[config.mk]
export PLATFORM = sky130hd
export DESIGN_NAME = x_cal_sweep_ctrl
export DESIGN_NICKNAME = d
export VERILOG_FILES = /design/src/rtl/x_cal_sweep_ctrl.sv
export SDC_FILE = /design/constraint.sdc
export NUM_CORES = 1
export LEC_CHECK = 0
export CAP_MARGIN = 0
export CORE_MARGIN = 8
export CORE_UTILIZATION = 35
export CTS_BUF_LIST = sky130_fd_sc_hd__clkbuf_8
export CTS_CLUSTER_DIAMETER = 80
export CTS_CLUSTER_SIZE = 14
export DETAILED_ROUTE_END_ITERATION = 8
export PLACE_DENSITY = 0.71
export RECOVER_POWER = 50
export SYNTH_ARGS = -nofsm -noshare
export SYNTH_HDL_FRONTEND = slang
export SYNTH_SLANG_ARGS = --single-unit
[constraint.sdc]
create_clock -name i_clk -period 2.5 [get_ports i_clk]
set_clock_uncertainty 0.15 [all_clocks]
set_input_delay 0.625 -clock i_clk [delete_from_list [all_inputs] [get_ports i_clk]]
set_output_delay 0.625 -clock i_clk [all_outputs]
set_load 0.005 [all_outputs]
[src/rtl/x_cal_sweep_ctrl.sv]
// x_cal_sweep_ctrl
//   Steps the variable delay line through taps 0..P_TAPS-1. For each tap it
//   selects the tap, waits for the line to settle, then takes P_SAMPLES
//   back-to-back snapshots of the thermometer word. Each snapshot is reduced
//   to an edge position, and one {tap, min, max, no-edge} record per tap is
//   handed to the UART framer over a valid/ready handshake. The sweep can be
//   aborted at any point.
//
// Ports
//   i_clk, i_nrst          clock, asynchronous active-low reset
//   i_start                start pulse, only honoured when idle
//   i_abort                abort the sweep, overrides everything else
//   i_data[P_WIDTH]        delay-line snapshot (synchronous to i_clk)
//   o_tap[TW]              selected tap, decoded to one-hot outside
//   o_capture              high in every cycle where i_data is sampled
//   o_busy                 high whenever the controller is not idle
//   o_res_valid/i_res_ready  result record handshake
//   o_res_tap/min/max/noedge  result record fields
//   o_done                 one-cycle pulse when the last record is accepted
//
// State     | meaning
// ----------+---------------------------------------------------------
// S_IDLE    | waiting for i_start
// S_SET     | tap selected, accumulators and timer reloaded (1 cycle)
// S_SETTLE  | delay line settling for P_SETTLE cycles
// S_SAMPLE  | P_SAMPLES consecutive snapshots, o_capture high
// S_EMIT    | record presented, waiting for i_res_ready
// S_DONE    | sweep complete, o_done pulse (1 cycle)

module x_cal_sweep_ctrl #(
  parameter int P_WIDTH   = 256,
  parameter int P_TAPS    = 256,
  parameter int P_SETTLE  = 16,
  parameter int P_SAMPLES = 8,
  localparam int TW = (P_TAPS > 1) ? $clog2(P_TAPS) : 1,
  localparam int EW = $clog2(P_WIDTH + 1)
) (
  input  logic               i_clk,
  input  logic               i_nrst,
  input  logic               i_start,
  input  logic               i_abort,
  input  logic [P_WIDTH-1:0] i_data,
  output logic [TW-1:0]      o_tap,
  output logic               o_capture,
  output logic               o_busy,
  output logic               o_res_valid,
  input  logic               i_res_ready,
  output logic [TW-1:0]      o_res_tap,
  output logic [EW-1:0]      o_res_min,
  output logic [EW-1:0]      o_res_max,
  output logic               o_res_noedge,
  output logic               o_done
);

  localparam int CNT_MAX = (P_SETTLE > P_SAMPLES) ? P_SETTLE : P_SAMPLES;
  localparam int CW      = $clog2(CNT_MAX + 1);

  typedef enum logic [2:0] {
    S_IDLE   = 3'd0,
    S_SET    = 3'd1,
    S_SETTLE = 3'd2,
    S_SAMPLE = 3'd3,
    S_EMIT   = 3'd4,
    S_DONE   = 3'd5
  } state_t;

  state_t          state_q, state_d;
  logic [TW-1:0]   tap_q, tap_d;
  logic [CW-1:0]   cnt_q, cnt_d;
  logic [EW-1:0]   min_q, min_d;
  logic [EW-1:0]   max_q, max_d;
  logic            noedge_q, noedge_d;
  logic            busy_q, busy_d;
  logic            capture_q, capture_d;
  logic            valid_q, valid_d;
  logic            done_q, done_d;

  logic [EW-1:0]   edge_pos;
  logic            no_edge;

  // Lowest index above bit 0 that differs from bit 0. Scanning downwards lets
  // the last hit win, which is the lowest one; no hit leaves P_WIDTH.
  always_comb begin
    edge_pos = EW'(P_WIDTH);
    for (int i = P_WIDTH - 1; i >= 1; i--) begin
      if (i_data[i] != i_data[0]) edge_pos = EW'(i);
    end
    no_edge = (edge_pos == EW'(P_WIDTH));
  end

  // The settle and sample timers share one down-counter: SET loads the settle
  // length, the end of SETTLE reloads it with the sample count.
  always_comb begin
    state_d  = state_q;
    tap_d    = tap_q;
    cnt_d    = cnt_q;
    min_d    = min_q;
    max_d    = max_q;
    noedge_d = noedge_q;

    case (state_q)
      S_IDLE: begin
        if (i_start) begin
          state_d = S_SET;
          tap_d   = '0;
        end
      end
      S_SET: begin
        min_d    = EW'(P_WIDTH);
        max_d    = '0;
        noedge_d = 1'b0;
        cnt_d    = CW'(P_SETTLE - 1);
        state_d  = S_SETTLE;
      end
      S_SETTLE: begin
        if (cnt_q == '0) begin
          cnt_d   = CW'(P_SAMPLES - 1);
          state_d = S_SAMPLE;
        end else begin
          cnt_d = cnt_q - CW'(1);
        end
      end
      S_SAMPLE: begin
        if (edge_pos < min_q) min_d = edge_pos;
        if (edge_pos > max_q) max_d = edge_pos;
        noedge_d = noedge_q | no_edge;
        if (cnt_q == '0) begin
          state_d = S_EMIT;
        end else begin
          cnt_d = cnt_q - CW'(1);
        end
      end
      S_EMIT: begin
        if (i_res_ready) begin
          if (tap_q == TW'(P_TAPS - 1)) begin
            state_d = S_DONE;
          end else begin
            tap_d   = tap_q + TW'(1);
            state_d = S_SET;
          end
        end
      end
      S_DONE: begin
        state_d = S_IDLE;
      end
      default: begin
        state_d = S_IDLE;
      end
    endcase

    // Abort overrides any same-cycle handshake, so that record is dropped.
    if (i_abort && (state_q != S_IDLE)) begin
      state_d = S_IDLE;
      tap_d   = '0;
    end

    // Status outputs are decoded from the next state so they are registered
    // yet line up with the state they describe.
    busy_d    = (state_d != S_IDLE);
    capture_d = (state_d == S_SAMPLE);
    valid_d   = (state_d == S_EMIT);
    done_d    = (state_d == S_DONE);
  end

  always_ff @(posedge i_clk or negedge i_nrst) begin
    if (!i_nrst) begin
      state_q   <= S_IDLE;
      tap_q     <= '0;
      cnt_q     <= '0;
      min_q     <= '0;
      max_q     <= '0;
      noedge_q  <= 1'b0;
      busy_q    <= 1'b0;
      capture_q <= 1'b0;
      valid_q   <= 1'b0;
      done_q    <= 1'b0;
    end else begin
      state_q   <= state_d;
      tap_q     <= tap_d;
      cnt_q     <= cnt_d;
      min_q     <= min_d;
      max_q     <= max_d;
      noedge_q  <= noedge_d;
      busy_q    <= busy_d;
      capture_q <= capture_d;
      valid_q   <= valid_d;
      done_q    <= done_d;
    end
  end

  assign o_tap        = tap_q;
  assign o_capture    = capture_q;
  assign o_busy       = busy_q;
  assign o_res_valid  = valid_q;
  assign o_res_tap    = tap_q;
  assign o_res_min    = min_q;
  assign o_res_max    = max_q;
  assign o_res_noedge = noedge_q;
  assign o_done       = done_q;

endmodule

==> results of run 1 <==
==> final timing paths <==
kind | endpoint | depth (start not counted) | start | slack (ps)
setup reg to reg | o_res_tap[4] | 10 | o_res_tap[1] | 230
max in group asynchronous | o_busy | 2 | i_nrst | 700
hold / removal | cnt_q[4] | 1 | cnt_q[4] | 370
min in group asynchronous | o_res_tap[5] | 1 | i_nrst | 440
hold reg to reg | cnt_q[4] | 1 | cnt_q[4] | 370
setup / recovery | o_res_max[5] | 21 | i_data[0] | -2160
==> sequential cells by signal, indices dropped and copies added (netlist names) <==
signal,count
o_done,1
o_capture,1
o_res_max,9
o_res_noedge,1
o_busy,1
state_q,3
o_res_min,9
cnt_q,5
o_res_tap,8
o_res_valid,1
==> cell usage in the layout, fill, tap and decap left out, drive strengths merged, types with 14 or more instances in the layout <==
cell type and n:
nor2 161, or3 54, buf 553, dlymetal6s2s 23, clkbuf 16, inv 79
nor4 16, a31oi 27, nand2 206, nor3 72, nand4 24, or2 22
nor2b 40, a21oi 109, diode 16, ha 17, o22ai 37, o211ai 20
clkdlybuf4s50 192, dfrtp 39, nand3 116, a211oi 17, mux2i 14, a21boi 15
dlygate4sd2 70, o21ai 118, and3 17, nand2b 61, or4 16
==> critical path: stages <==
cell and delay, ps:
clkbuf_16 170, buf_6 130, or4_4 410, o22a_1 220, buf_4 150, a21oi_2 110
nand4_1 210, a311oi_4 340, o211a_1 250, nor3_2 60, a211oi_2 300, o22a_1 250
a21oi_4 60, ha_4 180, inv_2 40, a21o_1 120, a21oi_2 60, maj3_2 300
o211ai_2 180, nand3_4 180, mux2_4 330
==> logic make-up after synthesis <==
| group | count (synthesis) |
|---|---|
| fa+ha+maj | 18 |
| xor+xnor | 1 |
| flops | 39 |
| simple gates | 824 |
| buf+inv | 135 |
| mux | 22 |
| compound gates | 514 |
==> layer usage <==
metal  track usage [%]  vias to the layer above  wire [µm]
met2              46.9                      694      23200
met5                 0                        -        135
met3              6.30                      187       3800
met4              13.4                       20       2510
met1              31.4                     7260      19000
li1                  -                     7494          -
==> cell usage after synthesis (20+ instances only) <==
| cell type | n | area (µm²) |
|---|---|---|
| a31oi_1 | 27 | 169 |
| buf_4 | 20 | 150 |
| nand4_1 | 24 | 150 |
| a21oi_1 | 109 | 546 |
| nor2_1 | 160 | 601 |
| o21ai_0 | 111 | 556 |
| nand3_1 | 115 | 576 |
| or3_1 | 51 | 319 |
| or2_2 | 20 | 125 |
| inv_1 | 79 | 297 |
| nor3_1 | 70 | 350 |
| nand2_1 | 205 | 769 |
| dfrtp_1 | 39 | 976 |
| nor2b_1 | 40 | 250 |
| nand2b_1 | 61 | 382 |
| o22ai_1 | 35 | 219 |
==> power groups by stage <==
stage                     combinational (mW)  sequential [mW]  clock [mW]
after floorplan                         1.14            0.761           0
after global placement                  2.57            0.779           0
after detailed placement                2.65            0.784           0
after CTS                               2.87            0.772       0.563
after global routing                    3.27            0.784       0.595
final                                   3.04            0.777       0.560
==> what timing repair did <==
item                                    CTS  global route
gates resized for setup                 280           151
cloned                                    8             0
setup buffers                            34            11
endpoints found under the setup margin   19            25
hold buffers                              0             0
pin swaps                               113            72
==> per-stage QoR <==
stage                     setup TNS, ps  power (mW)  utilization (%)  setup WS [ps]  hold WS, ps
after floorplan                  -36900        1.90                -          -2230          179
after global placement           -50840        3.35             60.8          -2830          323
after detailed placement         -53190        3.43             60.8          -3000          353
after CTS                        -37120        4.21             66.1          -2050          169
after global routing             -39930        4.64             68.4          -2260          383
final                            -37740        4.38             68.5          -2160          375
==> layout make-up <==
| class | count | area [µm²] |
|---|---|---|
| multi-input cells | 1379 | 9570 |
| fillers | 2175 | 8690 |
| repair buffers | 856 | 7400 |
| flip-flops and latches | 39 | 976 |
| well taps | 378 | 473 |
| inverters | 79 | 297 |
| clock buffers | 6 | 82.6 |
| diodes | 16 | 40.0 |
| clock inverters | 2 | 35.0 |
==> flow_summary_export.csv, run 1 <==
group,metric,value,unit
synth,syn_avg_cell_area,6.24,µm²
finish,fin_area,18900,µm²
critical_path,crit_arrival,4690,ps
finish,drive_gt1_share,35.2,%
floorplan,die_w,182,µm
clock_tree,cts_made_buffers,5,
routing,detail_route.iter0.violations,1091,
synth,ys_types,86,
power_and_ir_drop,combinationalPowerShare,69.4,%
flow_run,cap_violations,0,
critical_path,path_max_fanout,8,
timing,slew_violations,0,
place,dp_hpwl,37.4,mm
power_and_ir_drop,intPower,2.60,mW
floorplan,die_h,182,µm
synth,yosysSeqAreaShare,10.1,%
finish,fin_nets,2638,
clock_tree,clockBufferDepth,2,
timing,setup_violations,19,
run_status,status,"finished, violations left",
timing,fin_crit_sh,187,%
hold_path,min_path_type,"reg2reg",
critical_path,required,2530,ps
floorplan,dieArea,33300,µm²
synth,synth_area,9690,µm²
place,port_buffers,299,
global_route,antenna_found_initial,26,
timing,hold_viol_final,0,
finish,area_growth,94.7,%
timing,fin_ws,-2160,ps
place,dp_cells,2682,
synth,synthFlopType,"dfrtp_1",
synth,postSynthCellCount,1553,
power_and_ir_drop,clkPwrFrac,12.8,%
power_and_ir_drop,power.density,232,nW/µm²
routing,ant_nets,0,
synth,yosys_warnings,0,
synth,synth_edf_count,0,
place,gp_congestion,0.931,
critical_path,crit_type,"in2reg",
floorplan,core_area,27600,µm²
power_and_ir_drop,seqPwrFrac,17.8,%
critical_path,crit_path_start_kind,"input port",
power_and_ir_drop,switching_power,1.78,mW
clock_tree,cts_root_buf,"clkbuf_8",
routing,viasPerCell,5.68,
routing,drc_errors,0,
clock_tree,clk_latency,300,ps
global_route,grt_usage,27.3,%
power_and_ir_drop,p_leak,7.94,nW
synth,muxShareOfSynthArea,2.61,%
place,postPlaceCellArea,16800,µm²
clock_tree,cts.clk_slew.worst_paths,80,ps
timing,slew_headroom,13.6,%
global_route,grt_pass1_wl,75.9,mm
global_route,grt_overflow_total,0,
floorplan,ioPinCount,300,
floorplan,start_util,35.2,%
clock_tree,h-tree-depth,2,
synth,synth_compound_area_share,35.7,%
clock_tree,cts_tree,"built",
power_and_ir_drop,switching_share,40.7,%
routing,vias,15700,
synth,synthSimpleGateAreaFrac,42.3,%
synth,yosys.area_share.xor_xnor,0.0904,%
clock_tree,clock_sinks,39,
finish,final_cells,2755,
timing,clock.fmax,0.214,GHz
timing,grt_setup_unrepaired,"yes",
power_and_ir_drop,peakVddDrop,0.000274,V
routing,drt_first_pass_iters,7,
synth,synthAdderAreaFrac,2.30,%
synth,async_reset_ff_share,100,%
timing,period_needed,4660,ps
critical_path,cp-end-kind,"flip-flop",
global_route,grt_max_degree,25,
routing,wl_per_cell,17.7,µm
synth,synth_nets,1831,
timing,tightest_slew,1300,ps
synth,ys_ff_latch,39,
global_route,first_global_vias,15600,
run_status,violations,"negative setup slack",
routing,wirelength,48.7,mm
synth,synth_top_family_by_area,"simple AND/OR/NAND/NOR gates",
floorplan,rows,61,
No activity file was read; power rests on OpenSTA's default activity.
==> run 2, diff against run 1 <==
Settings changed: PLACE_DENSITY 0.71 to 0.68.
==> run 2 against run 1 <==
  * The run still ends with negative setup slack left
  * Final area fell by 1.5%
  * Utilization is 1.0 points lower
  * Sequential share of layout area rose by 0.080 points
  * Total power fell by 4.9%
  * Critical path depth down 1
  * Fmax rose by 1.3%
  * Non-clock buffer count down 7
  * Combinational power shrank 2%
  * Hold slack lost 170 ps
  * Cell count decreased by 0.40%
  * Largest cell class unchanged
  * Highest routed layer unchanged
==> flow_summary_export.csv, run 2 (same netlist as run 1, synthesis figures left out) <==
group,metric,value,unit
run_status,status,"finished, violations left",
run_status,violations,"negative setup slack",
timing,grt_setup_unrepaired,"yes",
global_route,grt_max_degree,25,
floorplan,rows,61,
clock_tree,cts.clk_slew.worst_paths,80,ps
critical_path,r2r-end,"o_res_tap[6]",
global_route,grtUsageMet2,46.9,%
clock_tree,cts_made_buffers,5,
timing,slew_violations,0,
global_route,grt_pass1_wl,74.3,mm
flow_run,cap_violations,0,
timing,tightest_slew,856,ps
critical_path,critPathLaunch,"i_data[212]",
routing,drt_first_pass_iters,6,
power_and_ir_drop,peakVddDrop,0.000243,V
timing,fin_ws,-2100,ps
hold_path,min_path_type,"in2async",
finish,final_cells,2744,
routing,wirelength,48.3,mm
critical_path,critPathTopFamily,"compound AO/OA/AOI/OAI gates",
global_route,first_global_vias,15100,
place,dp_slack,-2990,ps
routing,drc_errors,0,
clock_tree,h-tree-depth,2,
floorplan,dieArea,33300,µm²
floorplan,die_h,182,µm
critical_path,worstRegToRegCells,9,
place,port_buffers,299,
critical_path,slowest_stage,"clkdlybuf4s50_1",
finish,fin_nets,2631,
finish,area_growth,91.7,%
critical_path,cp-end-kind,"flip-flop",
critical_path,path_common_cell,"buf_4",
timing,slew_headroom,42.9,%
global_route,grt_overflow_total,0,
critical_path,path_buf_inv,4,
clock_tree,clockBufferDepth,2,
global_route,grtUsageMet1,31.4,%
critical_path,crit_arrival,4630,ps
floorplan,die_w,182,µm
timing,clock.fmax,0.217,GHz
finish,final_cell_mix,"buf_4 (525), nand2_1 (198), clkdlybuf4s50_1 (186)",
clock_tree,cts_hold_buffers,0,
timing,hold_viol_final,0,
power_and_ir_drop,p_leak,7.95,nW
power_and_ir_drop,power.density,224,nW/µm²
routing,vias,15500,
critical_path,crit_type,"in2reg",
timing,fin_crit_sh,184,%
clock_tree,cts_root_buf,"clkbuf_8",
finish,fillers,2289,
floorplan,core_area,27600,µm²
critical_path,path_max_fanout,7,
global_route,grt_usage,26.8,%
routing,detail_route.iter0.violations,1112,
timing,setup_violations,19,
clock_tree,clk_latency,290,ps
routing,ant_nets,0,
place,gp_congestion,0.953,
critical_path,required,2530,ps
finish,fin_area,18600,µm²
place,dp_cells,2692,
floorplan,ioPinCount,300,
place,dp_hpwl,38.2,mm
critical_path,path_cells,"clkdlybuf4s50_1 > buf_4 > nor3_1 > a22oi_2 > o31ai_4 > or3_1 > o211ai_1 > a211o_1 > a211oi_2 > buf_4 > o22a_4 > a21oi_4 > ha_4 > inv_2 > a21o_1 > a21oi_2 > maj3_2 > o211ai_2 > nand3_4 > mux2_4",
global_route,use_met3,5.95,%
critical_path,crit_path_max_incr_delay,470,ps
power_and_ir_drop,total_power,4.16,mW
place,postPlaceCellArea,16800,µm²
routing,wl_per_cell,17.6,µm
critical_path,rr_startpoint,"o_res_tap[0]",
routing,viasPerCell,5.65,
floorplan,start_util,35.2,%
clock_tree,cts_tree,"built",
timing,period_needed,4600,ps
clock_tree,clock_sinks,39,
finish,final_common_cell,"buf_4",
global_route,antenna_found_initial,22,
critical_path,crit_path_start_kind,"input port",
finish,drive_gt1_share,34.2,%
global_route,grt_busiest_layer,"met2",
critical_path,r2r_setup_slack,260,ps
run 2: changes by cell type in the layout (fill, tap and decap cells not counted), moves of 6 or more:
cell / change
dlymetal6s2s_1: +16
buf_4: +8
clkdlybuf4s50_1: -6
dlygate4sd2_1: -17
buf_6: -12
run 2: worst max-delay path by stage:
| stage | endpoint | cells past startpoint | slack (ps) |
|---|---|---|---|
| finish | o_res_max[6] | 20 | -2100 |
| global route | o_res_max[1] | 18 | -2220 |
| CTS | o_res_max[5] | 18 | -2070 |
| detailed placement | o_res_max[3] | 23 | -2990 |
| global placement | o_res_max[7] | 17 | -2810 |
| floorplan | o_res_max[6] | 22 | -2230 |
run 2: layout make-up:
cell class                 instances  area, µm²  share of cell area, %
antenna                           12       30.0                  0.162
clock buffer                       5       68.8                  0.370
clock inverter                     3       12.5                 0.0673
inverter                          79        297                   1.60
multi-input combinational       1379       9390                   50.5
sequential                        39        976                   5.25
tap                              378        473                   2.55
timing repair buffer             849       7330                   39.5
run 2: metal layers:
layer  part of all wire, %  vias up
met5                  0.24        -
met3                   8.2      137
met1                    40     7208
met2                    48      689
li1                      -     7460
met4                   3.6       18
run 2: per-stage QoR:
| stage | utilization, % | hold WS [ps] | setup TNS (ps) |
|---|---|---|---|
| 5_1_grt | 67.4 | 242 | -40030 |
| 4_1_cts | 64.9 | 64.2 | -36390 |
| 2_1_floorplan | - | 179 | -36900 |
| 3_3_place_gp | 61.1 | 329 | -50760 |
| 3_5_place_dp | 61.1 | 341 | -52790 |
| 6_report | 67.4 | 203 | -36970 |
run 2: power breakdown:
group	leakage, nW	switching [mW]	internal, mW	total (mW)
Sequential	0.516	0.0763	0.702	0.779
Combinational	7.39	1.43	1.54	2.97
Clock	0.0506	0.221	0.188	0.409
run 2: what timing repair did:
action | 4_1_cts | 5_1_grt
pin swaps | 79 | 57
buffers inserted | 23 | 7
endpoints found under the setup margin | 19 | 20
resized for setup | 237 | 163
gates cloned | 6 | 0
